--- src/rtl/arbitrated_req_queue_pkg.sv ---
// Shared defines for the arbitrated request queue: default sizing and source-index type.
package arbitrated_req_queue_pkg;

  localparam int unsigned NUM_REQUESTERS_DFLT = 4;
  localparam int unsigned DATA_WIDTH_DFLT     = 32;
  localparam int unsigned FIFO_DEPTH_DFLT     = 4;

  // Index width for an n-entry one-hot set; never narrower than one bit.
  function automatic int unsigned idx_width(input int unsigned n);
    return (n > 1) ? $clog2(n) : 1;
  endfunction

  localparam int unsigned SRC_W = idx_width(NUM_REQUESTERS_DFLT);

  typedef logic [SRC_W-1:0] src_idx_t;

endpackage

--- src/rtl/rr_arbiter.sv ---
// Round-robin arbiter: priority rotates to the entry after the last granted one on update_lru.
module rr_arbiter
  import arbitrated_req_queue_pkg::*;
#(
  parameter int unsigned NUM_REQUESTERS = NUM_REQUESTERS_DFLT
) (
  input  logic                      clk,
  input  logic                      reset,
  input  logic [NUM_REQUESTERS-1:0] request,
  input  logic                      update_lru,
  output logic [NUM_REQUESTERS-1:0] grant_oh
);

  localparam int unsigned IW = idx_width(NUM_REQUESTERS);

  logic [IW-1:0] ptr;
  logic [IW-1:0] grant_idx;
  logic          found;
  int unsigned   idx;

  // Scan from the highest-priority index upward, wrapping around.
  always_comb begin
    grant_oh  = '0;
    grant_idx = '0;
    found     = 1'b0;
    idx       = 0;
    for (int unsigned i = 0; i < NUM_REQUESTERS; i++) begin
      idx = (32'(ptr) + i) % NUM_REQUESTERS;
      if (!found && request[IW'(idx)]) begin
        grant_oh[IW'(idx)] = 1'b1;
        grant_idx          = IW'(idx);
        found              = 1'b1;
      end
    end
  end

  always_ff @(posedge clk) begin
    if (reset) begin
      ptr <= '0;
    end else if (update_lru && found) begin
      ptr <= (32'(grant_idx) == NUM_REQUESTERS - 1) ? '0 : grant_idx + IW'(1);
    end
  end

endmodule

--- src/rtl/arbitrated_req_queue.sv ---
// Per-requester FIFOs feeding a round-robin arbitrated single-entry output slot.
// Optional ARB_QUEUE_BYPASS_EN: an input may load the slot directly when all FIFOs are empty.
module arbitrated_req_queue
  import arbitrated_req_queue_pkg::*;
#(
  parameter int unsigned NUM_REQUESTERS = NUM_REQUESTERS_DFLT,
  parameter int unsigned DATA_WIDTH     = DATA_WIDTH_DFLT,
  parameter int unsigned FIFO_DEPTH     = FIFO_DEPTH_DFLT
) (
  input  logic                                      clk,
  input  logic                                      reset,
  input  logic [NUM_REQUESTERS-1:0]                 in_valid,
  input  logic [NUM_REQUESTERS-1:0][DATA_WIDTH-1:0] in_data,
  output logic [NUM_REQUESTERS-1:0]                 in_ready,
  output logic                                      out_valid,
  output logic [DATA_WIDTH-1:0]                     out_data,
  output logic [$clog2(NUM_REQUESTERS)-1:0]         out_source,
  input  logic                                      out_ready
);

  localparam int unsigned SRC_W = $clog2(NUM_REQUESTERS);
  localparam int unsigned PTR_W = $clog2(FIFO_DEPTH);
  localparam int unsigned CNT_W = PTR_W + 1;

  logic [DATA_WIDTH-1:0] mem    [NUM_REQUESTERS][FIFO_DEPTH];
  logic [PTR_W-1:0]      wr_ptr [NUM_REQUESTERS];
  logic [PTR_W-1:0]      rd_ptr [NUM_REQUESTERS];
  logic [CNT_W-1:0]      count  [NUM_REQUESTERS];

  logic [NUM_REQUESTERS-1:0] fifo_req;
  logic [NUM_REQUESTERS-1:0] arb_req;
  logic [NUM_REQUESTERS-1:0] grant_oh;
  logic [NUM_REQUESTERS-1:0] push;
  logic [NUM_REQUESTERS-1:0] pop;
  logic [SRC_W-1:0]          grant_idx;
  logic [DATA_WIDTH-1:0]     head_data;
  logic                      slot_free;
  logic                      bypass;
  logic                      advance;

  always_comb begin
    in_ready  = '0;
    fifo_req  = '0;
    grant_idx = '0;
    push      = '0;
    pop       = '0;
    for (int unsigned i = 0; i < NUM_REQUESTERS; i++) begin
      in_ready[i] = (count[i] != CNT_W'(FIFO_DEPTH)) && !reset;
      fifo_req[i] = (count[i] != '0);
    end
    slot_free = !out_valid || out_ready;
`ifdef ARB_QUEUE_BYPASS_EN
    // With every FIFO empty the arbiter sees raw in_valid and the winner skips its FIFO.
    bypass  = slot_free && !(|fifo_req);
    arb_req = bypass ? in_valid : fifo_req;
`else
    bypass  = 1'b0;
    arb_req = fifo_req;
`endif
    advance = slot_free && (|arb_req);
    for (int unsigned i = 0; i < NUM_REQUESTERS; i++) begin
      if (grant_oh[i]) grant_idx = SRC_W'(i);
    end
    for (int unsigned i = 0; i < NUM_REQUESTERS; i++) begin
      push[i] = in_valid[i] && in_ready[i] && !(bypass && grant_oh[i]);
      pop[i]  = advance && !bypass && grant_oh[i];
    end
    head_data = bypass ? in_data[grant_idx] : mem[grant_idx][rd_ptr[grant_idx]];
  end

  rr_arbiter #(
    .NUM_REQUESTERS (NUM_REQUESTERS)
  ) u_arb (
    .clk        (clk),
    .reset      (reset),
    .request    (arb_req),
    .update_lru (advance),
    .grant_oh   (grant_oh)
  );

  // FIFO bookkeeping; a full FIFO never takes a push, so push and pop are independent.
  always_ff @(posedge clk) begin
    for (int unsigned i = 0; i < NUM_REQUESTERS; i++) begin
      if (reset) begin
        wr_ptr[i] <= '0;
        rd_ptr[i] <= '0;
        count[i]  <= '0;
      end else begin
        if (push[i]) wr_ptr[i] <= wr_ptr[i] + PTR_W'(1);
        if (pop[i])  rd_ptr[i] <= rd_ptr[i] + PTR_W'(1);
        count[i] <= count[i] + CNT_W'(push[i]) - CNT_W'(pop[i]);
      end
    end
  end

  always_ff @(posedge clk) begin
    for (int unsigned i = 0; i < NUM_REQUESTERS; i++) begin
      if (push[i]) mem[i][wr_ptr[i]] <= in_data[i];
    end
  end

  always_ff @(posedge clk) begin
    if (reset) begin
      out_valid  <= 1'b0;
      out_data   <= '0;
      out_source <= '0;
    end else if (advance) begin
      out_valid  <= 1'b1;
      out_data   <= head_data;
      out_source <= grant_idx;
    end else if (out_ready) begin
      out_valid  <= 1'b0;
    end
  end

endmodule

--- config.mk ---
export PLATFORM = sky130hd
export DESIGN_NAME = arbitrated_req_queue
export DESIGN_NICKNAME = d
export VERILOG_FILES = /design/src/rtl/arbitrated_req_queue_pkg.sv /design/src/rtl/rr_arbiter.sv /design/src/rtl/arbitrated_req_queue.sv
export SDC_FILE = /design/constraint.sdc
export NUM_CORES = 1
export LEC_CHECK = 0
export ABC_AREA = 1
export CAP_MARGIN = 20
export CORE_ASPECT_RATIO = 1.5
export CORE_MARGIN = 3
export CORE_UTILIZATION = 45
export CTS_CLUSTER_SIZE = 20
export DETAILED_ROUTE_END_ITERATION = 8
export HOLD_SLACK_MARGIN = 0.05
export PLACE_DENSITY_LB_ADDON = 0.05
export RECOVER_POWER = 50
export SYNTH_ARGS = -nofsm -noshare
export SYNTH_HDL_FRONTEND = slang
export SYNTH_SLANG_ARGS = --single-unit
--- constraint.sdc ---
create_clock -name clk -period 6.2 [get_ports clk]
set_clock_uncertainty 0.2 [all_clocks]
set_input_delay 1.24 -clock clk [delete_from_list [all_inputs] [get_ports clk]]
set_output_delay 1.24 -clock clk [all_outputs]
set_load 0.05 [all_outputs]
# After elaboration in Yosys (flattened, before gate mapping)
# Memory sizes are Yosys's and may differ from the RTL's.
# Cells that the tools add are included.
# op_classes
addsub	20
n_lt_le_gt_ge	17
n_eq_ne	5
mux	88
bitwise_logic	20
n_reduce_logical	37
# ops
op	count
$mux 128	4
$demux 32 s2	4
$mux 32	6
$bmux 32 s2	1
$mux 1	42
$mux 2	15
$logic_and 1x1->1	25
$add 2x1->2 const B	10
$mux 4	4
$ge 3x3->1 const B	5
$not 2->3	5
$add 3x1->3	4
$lt 2x3->1 const B	4
$lt 3x1->1 const B	4
$mux 3	4
$ne 3x3->1 const B	4
$or 1x1->1	12
$or 4x4->4	3
$reduce_bool 3->1	4
$sub 3x1->3	4
$bmux 1 s2	4
$demux 1 s2	4
$ge 2x1->1 const B	4
$logic_not 1->1	5
other kinds (5)	6
# word_totals
reg_bits	37
mem_bits_rw	540
in_bits	135
output_inout_bits	39
word_cells	195
memories	4
# memory_table
memory	words	word_bits	read_ports	rd_clocked_by_memory_dff	wr	line	text
mem	4	128	1	0	4	arbitrated_req_queue.sv:25	logic [DATA_WIDTH-1:0] mem [NUM_REQUESTERS][FIFO_DEPTH];
count	4	3	4	0	4	arbitrated_req_queue.sv:28	logic [CNT_W-1:0] count [NUM_REQUESTERS];
rd_ptr	4	2	5	0	4	arbitrated_req_queue.sv:27	logic [PTR_W-1:0] rd_ptr [NUM_REQUESTERS];
wr_ptr	4	2	4	0	4	arbitrated_req_queue.sv:26	logic [PTR_W-1:0] wr_ptr [NUM_REQUESTERS];

# Logic depth before layout (Yosys ltp)
# An unclocked memory read counts as a cell.
# depth
word_depth	22
ltp_mapped	24
mapped_depth_nobuf	21

# Cells and area by module
# From an unflattened synthesis, not the netlist that was laid out.
# unflattened
hier_cells	2640
area_unflattened_um2	25894.8
# modules_own_cells
mod	instances	cells_each	area_per_inst_um2	seq_area_each_um2
arbitrated_req_queue	1	2547	25301.8	16796.1
rr_arbiter	1	93	593.1	40.0

# Least setup slack after synthesis
# No wires, ideal clock.
# synth_timing
kind	input -> register
startpoint	in reset
endpoint	mem mem[0][0] (netlist bit) (enable)
arrival_ps	3831
required_ps	5579
path_slack_ps	1748
path_stages	3
path_buffers	0
cell_sequence	a21oi_1 > nand2_1 > nor2_1
# synth_lines
element	line	text
start: declaration	arbitrated_req_queue.sv:11	input logic reset,
end: declaration	arbitrated_req_queue.sv:25	

# Final worst setup path
# layout_timing
startpoint	in reset
endpoint	out in_ready[0]
# layout_via
elab_chain_cells	2
# layout_rtl
element	line	text
$logic_not 1->1	arbitrated_req_queue.sv:48	in_ready[i] = (count[i] != CNT_W'(FIFO_DEPTH)) && !reset;
$logic_and 1x1->1	arbitrated_req_queue.sv:48	
end: declaration	arbitrated_req_queue.sv:14	output logic [NUM_REQUESTERS-1:0] in_ready,
# Every way passes these cells.

==> out/results.ini <==
[clock_network]
tritoncts = built
cts.sinks = 577
clockBufferDepth = 3
cts_resized = 0
clk_pin_slew_worst_paths_ns = 0.06
cts_max_level = 2
clock-root-buffer = clkbuf_16
cts_buffers = 55
clk_latency_ns = 0.58
post_cts_buffers = 0
postCtsHoldBufs = 0

[grt]
antenna_found_initial = 17
use_met2 = 0.435
met3_usage = 0.0332
grt.busiest_layer = met2
grt_max_degree = 136
grt_usage = 0.235
overflow = 0
grt_pass1_wl_um = 106000
grt_pass1_vias = 17500
met1_usage = 0.281

[cells_and_area]
drive_above_1_share = 0.0629
synthToLayoutAreaGrowth_pct = 16.8
fin_nets = 2782
n_fill_cell = 5021
design_area_sq_mm = 0.0297

[worst_hold_path]
min_from = count[0][1]
hp-class = reg2reg
hold_depth = 1
holdPathEnd = count[0][2]

[yosys]
synth_top_area_share = 0.623
synth_area_sq_mm = 0.0255
synthesis.nets = 2646
avgSynthCellArea_sq_um = 10.3
synth_cell_type_count = 37
synth_common_cells = edfxtp_1, nor2_1, nand2_1, inv_1, nand3_1
synth_seq_cells = 577
seq_area_frac_synth = 0.661
ys_async_sr_fraction = 0
synth.area.top_cells = edfxtp_1, nor2_1, nand2_1
synth_edf_count = 528
yosys.area.top_type = edfxtp_1
synthFlopType = edfxtp_1
yosysMostFrequentCell = edfxtp_1
syn_inst = 2477
ys_warn_count = 0

[die]
die_h_um = 297
fp.dieArea_sq_mm = 0.0595
die_x_um = 200
rows = 106
pin_count = 174
initial_utilization = 0.456
coreArea_sq_mm = 0.0558

[sta]
hold_viol = 0
whs_ns = 0.321
timing.final.crit_share = 0.842
period_needed_ns = 5.22
slew_headroom = -0.447
grt_setup_unrepaired = no
final_max_slew_viol_count = 125
max_freq_ghz = 0.192
tightest_slew_ns = 2.16
setup_violations = 0
fin_tns_setup_ns = 0

[setup_path]
ff2ff_setup_slack_ns = 1.37
critPathLaunchType = input port
r2r_start = u_arb.ptr[0]
crit_type = in2out
timing.rr.end = out_data[14]
cp_max_fo = 29
end_kind = output pin
r2r_cells = 20
cp_data_arrival_time_ns = 3.78
cp.required_ns = 4.76

[routing]
routed_wl_um = 71000
drc = 0
dr.pass1.iters = 6
ant_nets = 0
drt_iter0_drc = 1207
num_vias = 17400
wire_per_inst_um = 20.8
via_per_inst = 5.07

[run_status]
status = finished with violations
failed_checks = capacitance limit, slew limit

[flow_run]
maxCapViolations = 6

[place]
dp_hpwl_um = 43400
gp_congestion = 0.856
port_buffers = 173
placed_area_sq_mm = 0.0279

metal layers:
layer | share of wire | routed length, um | vias to the layer above
li1 | - | - | 8393
met3 | 0.051 | 3660 | 161
met4 | 0.030 | 2100 | 10
met5 | 0.00092 | 65 | -
met1 | 0.39 | 27800 | 8262
met2 | 0.53 | 37400 | 526
critical path, cell delays in order:
cell and delay (ns):
clkbuf_1 1.49, a21oi_1 0.22, clkdlybuf4s50_1 0.81
stage by stage:
stage | instances | utilization | setup WS (ns)
final | 3420 | 0.532 | 0.980
after global placement | 3312 | 0.500 | 1.48
after global routing | 3414 | 0.532 | 0.748
after CTS | 3413 | 0.533 | 1.32
after floorplan | 2477 | - | 1.75
after detailed placement | 3312 | 0.500 | 1.35
cells in the final DEF, fill, tap and decap left out, types with 44 or more instances in the layout:
cell type        instances
inv_1                  356
dfxtp_1                 49
a21oi_1                107
clkdlybuf4s50_1         44
nand3_1                207
edfxtp_1               528
dlygate4sd3_1          128
nor2_1                 420
clkbuf_16               55
o21ai_0                103
nand2_1                402
cells by family after synthesis:
logic type      count (synthesis)  synth area share
simple gates                 1147             0.195
flops                         577             0.661
buf+inv                       490            0.0785
compound gates                220            0.0439
fa+ha+maj                      34            0.0179
xor+xnor                        9           0.00310
sequential cells by signal (all words and copies together), names as in the netlist:
name        count
out_source      2
rd_ptr          8
u_arb.ptr       2
wr_ptr          8
out_valid       1
mem           512
count          12
out_data       32
final cells by class:
| class | instances | area [sq um] | area share |
|---|---|---|---|
| Sequential cell | 577 | 16800 | 0.566 |
| Multi-Input combinational cell | 1410 | 6740 | 0.227 |
| Timing Repair Buffer | 205 | 2010 | 0.0677 |
| Clock buffer | 69 | 1460 | 0.0491 |
| Inverter | 364 | 1370 | 0.0461 |
| Tap cell | 756 | 946 | 0.0318 |
| Clock inverter | 32 | 348 | 0.0117 |
| Antenna cell | 7 | 17.5 | 0.000589 |
worst max-delay path by stage:
stage / startpoint / end / slack, ns / cells after the start
global placement: u_arb.ptr[0] / out_data[2] / 1.48 / 19
detailed placement: u_arb.ptr[0] / out_data[2] / 1.35 / 19
CTS: u_arb.ptr[0] / out_data[2] / 1.32 / 19
finish: reset / in_ready[0] / 0.98 / 3
floorplan: reset / mem[0][0] / 1.75 / 3
global route: reset / mem[3][80] / 0.75 / 5
Power is left out: the tool's default activity adds up to more than one toggle a clock period on the data nets, which glitch-free logic cannot reach.
